==> config.mk <==
export PLATFORM = sky130hd
export DESIGN_NAME = controle_execucao
export DESIGN_NICKNAME = d
export VERILOG_FILES = /design/src/rtl/controle_execucao_pkg.sv /design/src/rtl/controle_execucao_contador_passos.sv /design/src/rtl/controle_execucao.sv
export SDC_FILE = /design/constraint.sdc
export NUM_CORES = 1
export LEC_CHECK = 0
export ABC_AREA = 1
export CORE_MARGIN = 2
export CORE_UTILIZATION = 42
export DETAILED_ROUTE_END_ITERATION = 7
export PLACE_DENSITY = 0.78
export SLEW_MARGIN = 20
export SYNTH_ARGS = -nofsm -noshare
export SYNTH_HDL_FRONTEND = slang
export SYNTH_SLANG_ARGS = --single-unit
==> constraint.sdc <==
create_clock -name clk -period 2 [get_ports clk]
set_clock_uncertainty 0.05 [all_clocks]
set_input_delay 0.5 -clock clk [delete_from_list [all_inputs] [get_ports clk]]
set_output_delay 0.5 -clock clk [all_outputs]
set_load 0.01 [all_outputs]
==> src/rtl/controle_execucao_pkg.sv <==
`default_nettype none
// ============================================================================
// Module   : pkg_controle_execucao
// Purpose  : Shared state codes, halt-cause codes and constants for the
//            run/halt/step sequencer of the single-cycle RISC-V core.
// Revision : 1.0 - initial release
// ============================================================================
package pkg_controle_execucao;

  // Sequencer states; the fourth 2-bit code is illegal and recovers to PARADO.
  typedef enum logic [1:0] {
    ESTADO_PARADO     = 2'd0,
    ESTADO_EXECUTANDO = 2'd1,
    ESTADO_PASSO      = 2'd2
  } estado_t;

  // Reason for the most recent halt, visible to the debug top level.
  typedef enum logic [2:0] {
    CAUSA_RESET      = 3'd0,
    CAUSA_COMANDO    = 3'd1,
    CAUSA_BREAKPOINT = 3'd2,
    CAUSA_FIM_PASSO  = 3'd3,
    CAUSA_EBREAK     = 3'd4
  } causa_t;

  localparam logic [31:0] INST_EBREAK = 32'h00100073;

  // A step request of zero instructions still executes one instruction.
  function automatic logic [15:0] carga_passos(input logic [15:0] pedido);
    return (pedido == 16'd0) ? 16'd1 : pedido;
  endfunction

endpackage
`default_nettype wire

==> src/rtl/controle_execucao_contador_passos.sv <==
`default_nettype none
// ============================================================================
// Module   : contador_passos
// Purpose  : 16-bit loadable down-counter holding the remaining instructions
//            of a step request.
// Ports    : clk, rst     - clock, asynchronous active-high reset
//            load, valor  - load the count with valor (load wins over dec)
//            dec          - decrement on a committed step instruction
//            ultimo       - high while the count equals one
// Revision : 1.0 - initial release
// ============================================================================
module contador_passos (
  input  logic        clk,
  input  logic        rst,
  input  logic        load,
  input  logic [15:0] valor,
  input  logic        dec,
  output logic        ultimo
);

  logic [15:0] r_contagem;

  always_ff @(posedge clk or posedge rst) begin
    if (rst) begin
      r_contagem <= 16'd0;
    end else if (load) begin
      r_contagem <= valor;
    end else if (dec && (r_contagem != 16'd0)) begin
      // Never wraps below zero, so a stale decrement cannot re-arm ultimo.
      r_contagem <= r_contagem - 16'd1;
    end
  end

  assign ultimo = (r_contagem == 16'd1);

endmodule
`default_nettype wire

==> src/rtl/controle_execucao.sv <==
`default_nettype none
// ============================================================================
// Module   : controle_execucao
// Purpose  : Run/halt/step sequencer for the single-cycle RISC-V core. Drives
//            a single commit enable (habilita) that the top level uses to
//            gate the PC update, regWrite and MemWrite. Adds a PC breakpoint,
//            EBREAK halt, N-instruction step mode and a retired counter.
// Ports    : clk, rst             - clock, asynchronous active-high reset
//            cmd_run/halt/step    - one-cycle command pulses
//            passos               - step count, sampled with cmd_step
//            bp_en, bp_addr       - PC breakpoint
//            atualPC, inst        - current PC and instruction
//            habilita             - commit current instruction (same cycle)
//            parado               - registered "in PARADO" flag
//            causa                - last halt cause
//            instr_retiradas      - committed-instruction count (wraps)
// Revision : 1.0 - initial release
// ============================================================================
module controle_execucao
  import pkg_controle_execucao::*;
#(
  parameter int LARGURA_CONT      = 32,
  parameter bit PARAR_EBREAK      = 1'b1,
  parameter bit INICIA_EXECUTANDO = 1'b0
) (
  input  logic                    clk,
  input  logic                    rst,
  input  logic                    cmd_run,
  input  logic                    cmd_halt,
  input  logic                    cmd_step,
  input  logic [15:0]             passos,
  input  logic                    bp_en,
  input  logic [31:0]             bp_addr,
  input  logic [31:0]             atualPC,
  input  logic [31:0]             inst,
  output logic                    habilita,
  output logic                    parado,
  output logic [2:0]              causa,
  output logic [LARGURA_CONT-1:0] instr_retiradas
);

  localparam estado_t c_ESTADO_RESET =
    INICIA_EXECUTANDO ? ESTADO_EXECUTANDO : ESTADO_PARADO;

  estado_t                 r_estado;
  causa_t                  r_causa;
  logic                    r_parado;
  logic                    r_ignora_bp;
  logic [LARGURA_CONT-1:0] r_instr_retiradas;

  logic w_em_execucao;
  logic w_bp_hit;
  logic w_eb;
  logic w_habilita;
  logic w_carga_passos;
  logic w_dec_passos;
  logic w_ultimo;

  assign w_em_execucao = (r_estado == ESTADO_EXECUTANDO) || (r_estado == ESTADO_PASSO);

  // ignora_bp lets the instruction sitting on the breakpoint PC execute once
  // after a resume instead of halting again immediately.
  assign w_bp_hit = bp_en && (atualPC == bp_addr) && !r_ignora_bp;
  assign w_eb     = PARAR_EBREAK && (inst == INST_EBREAK);

  // rst is folded in so a reset state of EXECUTANDO still cannot commit
  // while reset is held.
  assign w_habilita = !rst && w_em_execucao && !cmd_halt && !w_bp_hit;

  assign w_carga_passos = (r_estado == ESTADO_PARADO) && !cmd_halt && cmd_step;
  assign w_dec_passos   = w_habilita && (r_estado == ESTADO_PASSO);

  contador_passos u_contador_passos (
    .clk    (clk),
    .rst    (rst),
    .load   (w_carga_passos),
    .valor  (carga_passos(passos)),
    .dec    (w_dec_passos),
    .ultimo (w_ultimo)
  );

  always_ff @(posedge clk or posedge rst) begin
    if (rst) begin
      r_estado    <= c_ESTADO_RESET;
      r_parado    <= !INICIA_EXECUTANDO;
      r_causa     <= CAUSA_RESET;
      r_ignora_bp <= 1'b0;
    end else begin
      case (r_estado)
        ESTADO_PARADO: begin
          // cmd_halt has top priority and is a no-op while stopped.
          if (!cmd_halt) begin
            if (cmd_step) begin
              r_estado    <= ESTADO_PASSO;
              r_parado    <= 1'b0;
              r_ignora_bp <= 1'b1;
            end else if (cmd_run) begin
              r_estado    <= ESTADO_EXECUTANDO;
              r_parado    <= 1'b0;
              r_ignora_bp <= 1'b1;
            end
          end
        end

        ESTADO_EXECUTANDO, ESTADO_PASSO: begin
          if (cmd_halt) begin
            r_estado <= ESTADO_PARADO;
            r_parado <= 1'b1;
            r_causa  <= CAUSA_COMANDO;
          end else if (w_bp_hit) begin
            r_estado <= ESTADO_PARADO;
            r_parado <= 1'b1;
            r_causa  <= CAUSA_BREAKPOINT;
          end else begin
            // This cycle commits.
            r_ignora_bp <= 1'b0;
            if (w_eb) begin
              r_estado <= ESTADO_PARADO;
              r_parado <= 1'b1;
              r_causa  <= CAUSA_EBREAK;
            end else if ((r_estado == ESTADO_PASSO) && w_ultimo) begin
              r_estado <= ESTADO_PARADO;
              r_parado <= 1'b1;
              r_causa  <= CAUSA_FIM_PASSO;
            end
          end
        end

        default: begin
          r_estado <= ESTADO_PARADO;
          r_parado <= 1'b1;
        end
      endcase
    end
  end

  always_ff @(posedge clk or posedge rst) begin
    if (rst) begin
      r_instr_retiradas <= '0;
    end else if (w_habilita) begin
      r_instr_retiradas <= r_instr_retiradas + LARGURA_CONT'(1);
    end
  end

  assign habilita        = w_habilita;
  assign parado          = r_parado;
  assign causa           = r_causa;
  assign instr_retiradas = r_instr_retiradas;

endmodule
`default_nettype wire

==> flow_summary_export.csv <==
group,metric,value,unit
status,outcome,"finished with violations",
status,violations,"setup timing",
worst_setup_path,crit_type,"in -> out",
worst_setup_path,worstSetupStartpointType,"input pin",
worst_setup_path,r2r_start,"r_estado[0]",
logic_synthesis,synth_warnings,0,
logic_synthesis,yosysUniqueCellTypes,33,
pwr,leakage,3.69,nW
die,core_area,10800,µm²
global_route,first_global_vias,5532,
min_path,hold_path.class,"reg -> reg",
pwr,intPower,2.89,mW
drt,met1_length,6630,µm
worst_setup_path,crit_chain,"clkdlybuf4s15_2 > inv_2 > nand2_2 > nand4_1 > nor2_1 > nand2_1 > nor2_4 > nand3_4 > nand2_4 > inv_4 > buf_6",
logic_synthesis,syn_inst,751,
place,portBuffers,154,
pwr,seq_power_share,33.8,%
die,die_h,109,µm
clock_tree,clk_pin_slew,0.10,ns
pwr,switching_share,41.5,%
drt,drc_errors,0,
worst_setup_path,cp_max_fo,2,
sta,worst_slack,-0.208,ns
logic_synthesis,synth_fp_nets,875,
pwr,peakVddDrop,0.000499,V
sta,finalCriticalPeriod,2.21,ns
place,dp.cells,1091,
clock_tree,clockBufferDepth,2,
logic_synthesis,syn_area,4610,µm²
drt,drt_pre_antenna_iters,5,
die,fp.dieW,109,µm
worst_setup_path,cp-end-kind,"primary output",
place,dpl.hpwl,11200,µm
global_route,grt_overflow,0,
worst_setup_path,critical_path.max_stage_delay,0.20,ns
place,dp_worst_setup_slack,-0.871,ns
global_route,antenna_found_initial,1,
worst_setup_path,crit_path_start,"atualPC[16]",
finish,nets,1141,
clock_tree,hold_buffers,0,
die,num_rows,38,
sta,hold_violations,0,
logic_synthesis,syn_avg_cell_area,6.14,µm²
logic_synthesis,ys.flop_type,"dfrtp_1",
clock_tree,tritoncts,"yes",
worst_setup_path,slowest_stage,"clkdlybuf4s15_2",
drt,routed_wl,16200,µm
die,initial_utilization,42.7,%
finish,fillerInstances,877,
clock_tree,root_buffer,"clkbuf_8",
finish,final_core_util,67.9,%
drt,num_vias,5861,
pwr,power_frac_clock,13.2,%
worst_setup_path,worst_ep_arrival_time,1.66,ns
drt,antenna_left,0,
global_route,grt_usage,26.9,%
worst_setup_path,critPathRequiredTime,1.45,ns
global_route,grt_max_degree,39,
die,die-area,11800,µm²
sta,setup-tns-final,-0.820,ns
pwr,switchingPower,2.04,mW
clock_tree,numCtsBuffers,5,
sta,grt_setup_unrepaired,"yes",
sta,fin_crit_sh,110,%
clock_tree,clock-sinks,55,
global_route,grt_pass1_wl,25500,µm
min_path,timing.hold.worst.start,"parado",
place,place.gp.congestion,0.945,
drt,top_layer,"met4",
drt,vias_per_cell,5.06,
sta,maxSlewHeadroom,70.1,%
sta,drv_slew,0,
die,io_pins,155,
pwr,p_total,4.93,mW
clock_tree,htreeDepth,2,
pwr,power.density,673,nW/µm²
logic_synthesis,synth-seq-cells,55,
logic_synthesis,synthArstFlopShare,100,%
finish,stdcell_count,1159,
logic_synthesis,synth_enable_flop_cells,0,
worst_setup_path,path_delay_family,"simple AND/OR/NAND/NOR gates",
sta,fmax,453,MHz
clock_tree,clk_latency,0.33,ns
pwr,combPwrFrac,53.0,%
drt,met2_length,7770,µm
worst_setup_path,critPathBufInv,4,
run,maxCapViolCount,0,
sta,setup_viol,8,
logic_synthesis,ys_seq_area_share,29.9,%
drt,drt_iter0_drc,410,
finish,syn_to_final_growth,58.9,%
sta,tightest_slew,0.445,ns
finish,drive_above_1_share,25.6,%
drt,met3_length,1140,µm
drt,wl_per_cell,13.9,µm
==> path summary, 6_finish.rpt <==
check	cells after the start	slack (ns)	end
max	11	-0.21	habilita
max in group asynchronous	4	0.98	parado
max reg2reg	11	0.10	instr_retiradas[22]
min in group asynchronous	4	0.63	instr_retiradas[26]
min	2	0.42	parado
min reg2reg	2	0.42	parado
==> cells by family after synthesis <==
group           count (synthesis)  share of synthesized area [%]
fa+ha+maj                       6                           1.63
compound gates                 36                           4.12
buf+inv                       114                           9.95
xor+xnor                       38                           7.38
flops                          55                           29.9
simple gates                  502                           47.1
==> synthesized netlist by cell type, types with 2 or more instances <==
cell type	n	area, µm²
nand2_1	280	1050
inv_1	98	368
dfrtp_1	54	1350
a21oi_1	5	25.0
nand2_4	2	22.5
clkbuf_1	5	18.8
buf_6	3	33.8
nor2_2	2	12.5
o21ai_1	3	15.0
a31oi_1	3	18.8
nand2_2	9	56.3
xor2_1	16	140
o21ai_0	23	115
nand4_1	21	131
ha_1	6	75.1
xnor2_1	21	184
nand3b_1	12	90.1
buf_2	4	20.0
inv_2	3	11.3
nand3_1	47	235
nand3_2	2	20.0
nor2_1	94	353
nor4_1	13	81.3
or2_2	3	18.8
nor3_1	14	70.1
==> layout by cell type, fill, tap and decap left out, types with 12 or more instances in the layout <==
cell type	synthesis	routed
dfrtp_1	54	50
xor2_1	16	15
buf_4	1	113
nand4_1	21	21
buf_2	4	22
nand2_2	9	38
nor2_1	94	87
clkdlybuf4s50_1	0	88
clkbuf_2	0	15
nand3b_1	12	12
inv_1	98	92
clkdlybuf4s15_1	0	12
xnor2_1	21	16
nand2_1	280	251
o21ai_0	23	22
nor4_1	13	13
nand3_1	47	39
==> tightest hold or removal path, stage by stage (launching register included) <==
cell and delay (ns):
dfstp_2 0.38, nand2_1 0.05, nand2_1 0.05
==> state kept, by name, summed over array words and instances, names as in the netlist <==
| register | cells |
|---|---|
| r_estado | 2 |
| r_ignora_bp | 1 |
| u_contador_passos.r_contagem | 16 |
| causa | 3 |
| instr_retiradas | 32 |
| parado | 1 |
==> stage by stage <==
stage               hold slack (ns)  area (µm²)
floorplan                     0.392        4640
global route                  0.456        7330
finish                        0.422        7330
global placement              0.404        6730
detailed placement            0.406        6730
CTS                           0.428        7250
==> final cells by class <==
type,count,area [µm²],share of cell area (%)
clock buffer,5,68.8,0.939
clock inverter,3,25.0,0.341
inverter,101,382,5.21
tap,140,175,2.39
multi-input combinational,583,3030,41.3
antenna,1,2.50,0.0341
sequential,55,1380,18.9
timing repair buffer,271,2260,30.9
==> repair_timing <==
item / in CTS / in global routing
endpoints found under the setup margin: 50 / 43
pin swaps: 64 / 32
cloned: 0 / 1
resized for setup: 200 / 70
buffers inserted: 55 / 5
==> routing by layer <==
| metal | global-route usage (%) | up-vias |
|---|---|---|
| met5 | 0 | - |
| met4 | 9.89 | 0 |
| met3 | 4.48 | 69 |
| met2 | 46.9 | 260 |
| met1 | 33.3 | 2640 |
| li1 | - | 2892 |
==> power by group through the flow <==
stage	clock network, mW	logic, mW	registers [mW]
after floorplan	0	1.42	1.67
after global placement	0	2.36	1.66
after detailed placement	0	2.41	1.68
after CTS	0.674	2.52	1.65
after global routing	0.711	2.93	1.71
final	0.653	2.61	1.67
No activity file was read; power rests on OpenSTA's default activity.
==> RTL change, RTL diff (same settings) <==
The parameter `PARAR_EBREAK` goes from 1'b1 to 1'b0.
--- a/src/rtl/controle_execucao.sv
+++ b/src/rtl/controle_execucao.sv
@@ -21,5 +21,5 @@
 #(
   parameter int LARGURA_CONT      = 32,
-  parameter bit PARAR_EBREAK      = 1'b1,
+  parameter bit PARAR_EBREAK      = 1'b0,
   parameter bit INICIA_EXECUTANDO = 1'b0
 ) (
Function: changed (a bounded check fails within 4 cycles, from zero or initial values and one cycle with rst high).
==> RTL change against the unedited design <==
The run still ends with setup timing left; global-route usage increased by 4.8 points; power increased by 20%; area after synthesis increased by 3.0%; final area increased by 5.9%; worst setup slack got worse by 69 ps; sequential cell count decreased by 1; core utilization increased by 3.1 points; routed wire length increased by 23%.
==> RTL change: results <==
group,metric,value,unit
layout,drive_gt1_share,35.9,%
outcome,status,"finished, violations left",
global_routing,use_met1,37.1,%
timing,layout_setup_ws,-276,ps
setup_path,critPathMaxStageDelay,140,ps
synth,ys_types,36,
layout,fillers,846,
synth,synth_fa_ha_area_share,1.58,%
setup_path,rrSetupSlack,80,ps
timing,setup_viol,5,
global_routing,grt_use_total,31.7,%
route,vias,6426,
synth,syn_nets,912,
synth,synth_compound_area_share,5.37,%
placed_design,placed_area,6650,um2
layout,final_nets,1195,
route,drtIter0Drc,604,
timing,whs,423,ps
synth,yosysSeqAreaShare,28.5,%
route,wl_per_cell,16.4,um
synth,synth_common_cells,"nand2_1, inv_1, nor2_1",
pwr,peakVddDrop,0.560,mV
clock_tree,clk_pin_slew,70,ps
outcome,failed_checks,"setup timing",
synth,synth_xor_area_share,5.90,%
global_routing,use_met3,11.2,%
[RTL change: cell types whose count changed in the layout (fill, tap and decap cells not counted), moves of 8 or more]
cell,change
o21ai_2,+9
clkdlybuf4s50_1,-33
nor2_1,-13
inv_2,+19
clkdlybuf4s15_1,-8
nor4_1,-9
buf_4,+46
buf_6,+24
nand2_2,+13
nand2_4,+12
[RTL change: metrics by stage]
step                instances  utilization [%]  TNS (ps)  setup WS (ps)  total power [mW]
CTS                      1237             69.3      -280           -137              5.72
finish                   1213             70.9      -481           -276              5.91
global placement         1114             60.8    -22290           -870              4.60
detailed placement       1114             60.8    -23430           -878              4.66
global route             1213             70.9      -915           -284              6.36
floorplan                 788                -         0           48.5              3.50
[RTL change: area by class of cell]
type / count / area share [%]
antenna: 1 / 0.0323
clock buffer: 5 / 1.61
clock inverter: 3 / 0.274
inverter: 122 / 6.19
multi-input combinational: 599 / 41.2
sequential: 54 / 17.4
tap: 140 / 2.26
timing repair buffer: 289 / 31.0
[RTL change: power groups by stage]
stage | clock, mW | combinational, mW | sequential, mW
floorplan | 0 | 1.68 | 1.82
global placement | 0 | 2.80 | 1.80
detailed placement | 0 | 2.85 | 1.82
CTS | 0.897 | 3.03 | 1.80
global route | 0.942 | 3.57 | 1.86
finish | 0.881 | 3.22 | 1.81
[RTL change: worst min-delay path, delay by kind of cell, from the launching register on]
family | cells | cell delay, ps
flops | 1 | 370
simple gates | 2 | 100
[RTL change: worst max-delay path by stage]
stage,start,end,slack (ps),depth (start not counted)
4_1_cts,atualPC[12],habilita,-140,10
3_3_place_gp,bp_addr[6],habilita,-870,10
2_1_floorplan,r_estado[1],habilita,50,7
5_1_grt,atualPC[9],habilita,-280,11
3_5_place_dp,bp_addr[6],habilita,-880,10
6_report,atualPC[17],habilita,-280,13
[RTL change: cells by family after synthesis]
| family | count (synthesis) |
|---|---|
| adders and majority gates | 6 |
| and+or+nand+nor | 518 |
| xor gates and xnor gates | 32 |
| AOI/OAI and AO/OA | 42 |
| buffers and inverters | 135 |
| DFF | 54 |
| other | 1 |
[RTL change: metal layers]
layer	wire, um	vias up	part of all wire [%]
li1	-	3017	-
met1	7490	2907	38
met2	9210	378	46
met3	2030	124	10
met4	1220	0	6.1
met5	0	-	0
[RTL change: repair_timing]
| item | in CTS | in global routing |
|---|---|---|
| hold endpoints to repair | 0 | 0 |
| buffers inserted | 117 | 7 |
| pin swaps | 84 | 77 |
| gates resized for setup | 254 | 183 |
| cloned | 0 | 0 |
| setup endpoints to repair | 52 | 55 |
